$ cat src/rtl/error_sum_accumulator_if.sv
// Sample/handshake bus between the upstream evaluator, the error accumulator and the HPS.
// The slave modport is the accumulator side; the master modport is the driver/host side.
interface error_sum_accumulator_if #(
  parameter int unsigned NUM_OUTPUTS = 8,
  parameter int unsigned COUNT_WIDTH = 32,
  parameter int unsigned SEQ_WIDTH   = 8
);
  logic                               iStart;
  logic [SEQ_WIDTH-1:0]               iSequencesToProcess;
  logic                               iSampleValid;
  logic                               oSampleReady;
  logic [NUM_OUTPUTS-1:0]             iChromOutput;
  logic [NUM_OUTPUTS-1:0]             iExpectedOutput;
  logic [NUM_OUTPUTS-1:0]             iValidMask;
  logic                               iDoneFeedback;
  logic                               oDone;
  logic                               oBusy;
  logic [NUM_OUTPUTS*COUNT_WIDTH-1:0] oErrorSums;
  logic [SEQ_WIDTH-1:0]               oSamplesSeen;

  modport master (
    output iStart, iSequencesToProcess, iSampleValid, iChromOutput, iExpectedOutput,
    output iValidMask, iDoneFeedback,
    input  oSampleReady, oDone, oBusy, oErrorSums, oSamplesSeen
  );

  modport slave (
    input  iStart, iSequencesToProcess, iSampleValid, iChromOutput, iExpectedOutput,
    input  iValidMask, iDoneFeedback,
    output oSampleReady, oDone, oBusy, oErrorSums, oSamplesSeen
  );
endinterface

$ cat src/rtl/error_sum_accumulator.sv
// Per-output-bit mismatch counter over a run of sequences, with a two-stage compare/add
// pipeline and a 4-phase done/feedback handshake towards the HPS.
module error_sum_accumulator #(
  parameter int unsigned NUM_OUTPUTS = 8,
  parameter int unsigned COUNT_WIDTH = 32,
  parameter int unsigned SEQ_WIDTH   = 8
) (
  input logic                    iClock,
  input logic                    iReset,
  error_sum_accumulator_if.slave bus
);

  typedef enum logic [2:0] {
    StIdle,
    StAccum,
    StDrain,
    StDone,
    StAck
  } state_e;

  state_e                 r_state;
  state_e                 w_state_next;
  logic [SEQ_WIDTH-1:0]   r_remaining;
  logic [SEQ_WIDTH-1:0]   r_samples_seen;
  logic                   r_s1_valid;
  logic                   r_s2_valid;
  logic [NUM_OUTPUTS-1:0] r_s1_mismatch;
  logic [NUM_OUTPUTS-1:0] r_s2_mismatch;
  logic [COUNT_WIDTH-1:0] r_sums [NUM_OUTPUTS];

  logic w_start;
  logic w_ready;
  logic w_accept;

  assign w_start  = (r_state == StIdle) && bus.iStart;
  assign w_ready  = (r_state == StAccum) && (r_remaining != '0);
  assign w_accept = w_ready && bus.iSampleValid;

  always_comb begin
    w_state_next = r_state;
    unique case (r_state)
      StIdle: begin
        if (w_start) begin
          w_state_next = (bus.iSequencesToProcess == '0) ? StDone : StAccum;
        end
      end
      StAccum: begin
        if ((r_remaining == '0) || (w_accept && (r_remaining == SEQ_WIDTH'(1)))) begin
          w_state_next = StDrain;
        end
      end
      // Results are only published once both pipeline stages have emptied into the sums.
      StDrain: begin
        if (!r_s1_valid && !r_s2_valid) begin
          w_state_next = StDone;
        end
      end
      StDone: begin
        if (bus.iDoneFeedback) begin
          w_state_next = StAck;
        end
      end
      StAck: begin
        if (!bus.iDoneFeedback) begin
          w_state_next = StIdle;
        end
      end
      default: w_state_next = StIdle;
    endcase
  end

  always_ff @(posedge iClock) begin
    if (iReset) begin
      r_state        <= StIdle;
      r_remaining    <= '0;
      r_samples_seen <= '0;
      r_s1_valid     <= 1'b0;
      r_s2_valid     <= 1'b0;
      r_s1_mismatch  <= '0;
      r_s2_mismatch  <= '0;
    end else begin
      r_state       <= w_state_next;
      r_s1_valid    <= w_accept;
      r_s2_valid    <= r_s1_valid;
      r_s2_mismatch <= r_s1_mismatch;
      if (w_accept) begin
        r_s1_mismatch <= (bus.iChromOutput ^ bus.iExpectedOutput) & bus.iValidMask;
      end
      if (w_start) begin
        r_remaining    <= bus.iSequencesToProcess;
        r_samples_seen <= '0;
      end else if (w_accept) begin
        r_remaining    <= r_remaining - SEQ_WIDTH'(1);
        r_samples_seen <= r_samples_seen + SEQ_WIDTH'(1);
      end
    end
  end

  // Saturating counters; a start can only occur in IDLE, where stage 2 is already empty.
  always_ff @(posedge iClock) begin
    if (iReset || w_start) begin
      for (int unsigned k = 0; k < NUM_OUTPUTS; k++) begin
        r_sums[k] <= '0;
      end
    end else if (r_s2_valid) begin
      for (int unsigned k = 0; k < NUM_OUTPUTS; k++) begin
        if (r_s2_mismatch[k] && (r_sums[k] != '1)) begin
          r_sums[k] <= r_sums[k] + COUNT_WIDTH'(1);
        end
      end
    end
  end

  for (genvar k = 0; k < NUM_OUTPUTS; k++) begin : g_sums
    assign bus.oErrorSums[k*COUNT_WIDTH +: COUNT_WIDTH] = r_sums[k];
  end

  assign bus.oSampleReady = w_ready;
  assign bus.oDone        = (r_state == StDone);
  assign bus.oBusy        = (r_state == StAccum) || (r_state == StDrain);
  assign bus.oSamplesSeen = r_samples_seen;

endmodule

$ cat src/flat_wrapper.sv
// flat-port wrapper written by rule: the top's interface ports become plain ports
module error_sum_accumulator_flat 
#(
  parameter int unsigned NUM_OUTPUTS = 8,
  parameter int unsigned COUNT_WIDTH = 32,
  parameter int unsigned SEQ_WIDTH   = 8
)
  (iClock, iReset, bus_iStart, bus_iSequencesToProcess, bus_iSampleValid, bus_iChromOutput, bus_iExpectedOutput, bus_iValidMask, bus_iDoneFeedback, bus_oSampleReady, bus_oDone, bus_oBusy, bus_oErrorSums, bus_oSamplesSeen);
  error_sum_accumulator_if #(.NUM_OUTPUTS(NUM_OUTPUTS), .COUNT_WIDTH(COUNT_WIDTH), .SEQ_WIDTH(SEQ_WIDTH)) bus_i ();
  input logic iClock;
  input logic iReset;
  input wire logic [$bits(bus_i.iStart)-1:0] bus_iStart;
  input wire logic [$bits(bus_i.iSequencesToProcess)-1:0] bus_iSequencesToProcess;
  input wire logic [$bits(bus_i.iSampleValid)-1:0] bus_iSampleValid;
  input wire logic [$bits(bus_i.iChromOutput)-1:0] bus_iChromOutput;
  input wire logic [$bits(bus_i.iExpectedOutput)-1:0] bus_iExpectedOutput;
  input wire logic [$bits(bus_i.iValidMask)-1:0] bus_iValidMask;
  input wire logic [$bits(bus_i.iDoneFeedback)-1:0] bus_iDoneFeedback;
  output wire logic [$bits(bus_i.oSampleReady)-1:0] bus_oSampleReady;
  output wire logic [$bits(bus_i.oDone)-1:0] bus_oDone;
  output wire logic [$bits(bus_i.oBusy)-1:0] bus_oBusy;
  output wire logic [$bits(bus_i.oErrorSums)-1:0] bus_oErrorSums;
  output wire logic [$bits(bus_i.oSamplesSeen)-1:0] bus_oSamplesSeen;
  assign bus_i.iStart = bus_iStart;
  assign bus_i.iSequencesToProcess = bus_iSequencesToProcess;
  assign bus_i.iSampleValid = bus_iSampleValid;
  assign bus_i.iChromOutput = bus_iChromOutput;
  assign bus_i.iExpectedOutput = bus_iExpectedOutput;
  assign bus_i.iValidMask = bus_iValidMask;
  assign bus_i.iDoneFeedback = bus_iDoneFeedback;
  assign bus_oSampleReady = bus_i.oSampleReady;
  assign bus_oDone = bus_i.oDone;
  assign bus_oBusy = bus_i.oBusy;
  assign bus_oErrorSums = bus_i.oErrorSums;
  assign bus_oSamplesSeen = bus_i.oSamplesSeen;
  error_sum_accumulator #(.NUM_OUTPUTS(NUM_OUTPUTS), .COUNT_WIDTH(COUNT_WIDTH), .SEQ_WIDTH(SEQ_WIDTH)) u_core (.iClock(iClock), .iReset(iReset), .bus(bus_i));
endmodule
$ cat config.mk
export PLATFORM = sky130hd
export DESIGN_NAME = error_sum_accumulator_flat
export DESIGN_NICKNAME = d
export VERILOG_FILES = /design/src/rtl/error_sum_accumulator_if.sv /design/src/rtl/error_sum_accumulator.sv /design/src/flat_wrapper.sv
export SDC_FILE = /design/constraint.sdc
export NUM_CORES = 1
export LEC_CHECK = 0
export ABC_AREA = 1
export BUFFER_PORTS_ARGS = -buffer_cell sky130_fd_sc_hd__buf_2
export CAP_MARGIN = 5
export CORE_ASPECT_RATIO = 1.2
export CORE_MARGIN = 2
export CORE_UTILIZATION = 40
export DETAILED_ROUTE_END_ITERATION = 7
export PLACE_DENSITY_LB_ADDON = 0.1
export SLEW_MARGIN = 15
export SYNTH_ARGS = -nofsm -noshare
export SYNTH_HDL_FRONTEND = slang
export SYNTH_SLANG_ARGS = --single-unit
$ cat constraint.sdc
create_clock -name iClock -period 8.2 [get_ports iClock]
set_clock_uncertainty 0.1 [all_clocks]
set_input_delay 0.41 -clock iClock [delete_from_list [all_inputs] [get_ports iClock]]
set_output_delay 0.41 -clock iClock [all_outputs]
set_load 0.02 [all_outputs]
==> flow_metrics.env <==
export IMPL_status="finished clean"
export IMPL_core_mm2=0.0446
export IMPL_min_period_ns=2.87
export IMPL_comb_power_share=0.266
export IMPL_tritoncts="done"
export IMPL_r2r_start="u_core.r_state[0]"
export IMPL_rr_worst_depth=6
export IMPL_drtAntennaViolNets=0
export IMPL_die_w_um=197
export IMPL_initial_utilization=0.402
export IMPL_initialDrtViolationCount=829
export IMPL_drc=0
export IMPL_dpl_hpwl_um=36600
export IMPL_grt_max_degree=62
export IMPL_cts_buffers=37
export IMPL_synthCells=2333
export IMPL_finalMaxSlewViolations=0
export IMPL_worstPathMaxFanout=61
export IMPL_intPower_mw=3.35
export IMPL_yosys_warnings=0
export IMPL_yosysUniqueCellTypes=35
export IMPL_cpPeakStageDelay_ns=0.67
export IMPL_first_pass_iters=6
export IMPL_setup_viol=0
export IMPL_layout_drive_gt1_share=0.161
export IMPL_clock_sinks=293
export IMPL_critPathLaunchType="flip-flop"
export IMPL_total_power_mw=5.34
export IMPL_crit_path_end="u_core.r_sums[0][12]"
export IMPL_via_count=16123
export IMPL_holdBufCountCts=0
export IMPL_postLayoutCellArea_mm2=0.0211
export IMPL_fp_dieH_um=236
export IMPL_power_density_mw_per_mm2=253
export IMPL_syn_avg_cell_area_um2=7.69
export IMPL_hold_viol=0
export IMPL_tns_ns=0
export IMPL_clkTransAtPathRegs_ns=0.06
export IMPL_grt_pass1_wl_um=78700
export IMPL_p_seq_frac=0.446
export IMPL_dpl_cell_area_mm2=0.0200
export IMPL_drt_wl_total_um=49500
export IMPL_cts_max_level=2
export IMPL_cp_arrival_ns=2.96
export IMPL_critPathKind="flip-flop to flip-flop"
export IMPL_dieArea_mm2=0.0465
export IMPL_drt_wirelength_per_cell_um=15.2
export IMPL_antenna_found_initial=9
export IMPL_switching_share=0.373
export IMPL_fp_row_count=85
export IMPL_fin_hold_ws_ns=0.100
export IMPL_area_growth_pct=17.8
export IMPL_overflow=0
export IMPL_cts_root_buffer="clkbuf_16"
export IMPL_post_cts_setup_buffers=0
export IMPL_grt_setup_unrepaired="no"
export IMPL_finalNonFillerCells=3248
export IMPL_worstMarginPinSlew_ns=0.769
export IMPL_hp_start="bus_iSequencesToProcess[7]"
export IMPL_fmax_ghz=0.348
export IMPL_p_leak_nw=8.03
export IMPL_clockBufferDepth=3
export IMPL_cpMaxStageDelayCell="nand2_4"
export IMPL_reg2reg_slack_ns=5.33
export IMPL_pin_count=304
export IMPL_relSlewSlack=0.488
export IMPL_synth_area_mm2=0.0179
export IMPL_hp_class="primary input to flip-flop"
export IMPL_crit_required_ns=8.29
export IMPL_place_inst=3177
export IMPL_vias_per_cell=4.96
export IMPL_nets=2700
export IMPL_portBuffers=303
export IMPL_min_period_over_period=0.350
export IMPL_cts_resized=0
export IMPL_grt_pass1_vias=15216
export IMPL_maxCapViolCount=0
export IMPL_path_cells="nor2_1 -> nand3_2 -> nand2_4 -> inv_6 -> nand2_1 -> buf_4"
export IMPL_worstSetupEndpointType="flip-flop"
export IMPL_synth_seq_cells=293
export IMPL_place_congestion=0.905
export IMPL_max_vdd_ir_drop_mv=0.178
export IMPL_clk_insertion_delay_late_ns=0.54
export IMPL_grtUsageTotal=0.209
export IMPL_yosysSeqAreaShare=0.470
export IMPL_startpoint="u_core.r_state[0]"
export IMPL_r2r_end="u_core.r_sums[0][12]"
export IMPL_synth_nets=2382
export IMPL_pwr_share_clk=0.289
export IMPL_p_switching_mw=1.99
## per-stage QoR
step,worst slack (ns),util
6_report,5.33,0.474
5_1_grt,5.10,0.474
3_3_place_gp,5.31,0.448
2_1_floorplan,3.93,-
3_5_place_dp,5.27,0.448
4_1_cts,5.32,0.474
## layout make-up
type                    count  area (um^2)
inverters                 197          744
well taps                 565          707
diodes                      6         15.0
flip-flops and latches    293         8430
fillers                  4467        23400
clock inverters             8         41.3
repair buffers            313         1590
clock buffers              57         1080
multi-input cells        1809         8510
## cell usage in the layout (no fill, tap or decap), types with 37 or more instances in the layout
master and count:
edfxtp_1 256, dfxtp_1 37, nor2_1 583, nand3b_1 47, buf_2 303, xnor2_1 60, a21oi_1 82, xor2_1 77
nand3_1 82, clkbuf_16 38, inv_1 194, nand2_1 704
## sequential cells by signal, indices dropped and copies added, names as in the netlist
register / count
u_core.bus.oSamplesSeen: 8
u_core.r_remaining: 8
u_core.r_s1_mismatch: 8
u_core.r_s1_valid: 1
u_core.r_s2_mismatch: 8
u_core.r_s2_valid: 1
u_core.r_state: 3
u_core.r_sums: 256
## power by group through the flow
stage | Combinational (mW) | Clock, mW | Sequential (mW)
floorplan | 0.693 | 0 | 2.59
global placement | 1.41 | 0 | 2.40
detailed placement | 1.43 | 0 | 2.41
CTS | 1.43 | 1.59 | 2.38
global route | 1.58 | 1.64 | 2.43
finish | 1.42 | 1.54 | 2.38
## metal layers
layer | GRT usage | routed length (um) | vias up | part of all wire
li1 | - | - | 8139 | -
met1 | 0.267 | 21600 | 7481 | 0.44
met2 | 0.351 | 23500 | 401 | 0.47
met3 | 0.0385 | 2920 | 96 | 0.059
met4 | 0.0779 | 1480 | 6 | 0.030
met5 | 0 | 33 | - | 0.00067
## critical path, delay by kind of cell (launching register included)
kind                   cells  cell delay, ns
flip-flops                 1            0.34
buffers and inverters      2            0.67
AND/OR/NAND/NOR            4            1.32
## Yosys cell counts (all sizes together)
cell    count  area share
a211oi      1     0.00042
a21oi      82       0.023
a31oi       1     0.00035
and2        3      0.0010
buf        26       0.013
clkbuf      8      0.0017
dfxtp      37       0.041
edfxtp    256        0.43
ha         12      0.0084
inv       197       0.042
nand2     709        0.15
nand3      92       0.028
nand3b     47       0.020
nand4      32       0.016
nor2      609        0.13
nor3       24      0.0073
nor3b       3      0.0013
o21a       11      0.0046
o21ai      28      0.0078
o21bai      3      0.0013
or2        15      0.0052
xnor2      60       0.029
xor2       77       0.038
## worst min path at each step
stage | end | slack (ns) | cells past startpoint
floorplan | u_core.r_s2_mismatch[0] | 0.30 | 2
global placement | u_core.r_s2_mismatch[0] | 0.31 | 2
detailed placement | u_core.r_s2_mismatch[7] | 0.31 | 2
CTS | u_core.r_remaining[7] | 0.06 | 5
global route | u_core.r_remaining[7] | 0.10 | 5
finish | u_core.r_remaining[7] | 0.10 | 5
## cells by family after synthesis
family	synth area share
xor+xnor	0.0669
flops	0.470
fa+ha+maj	0.00837
simple gates	0.362
compound gates	0.0373
buf+inv	0.0558
No activity file was read; power rests on OpenSTA's default activity.
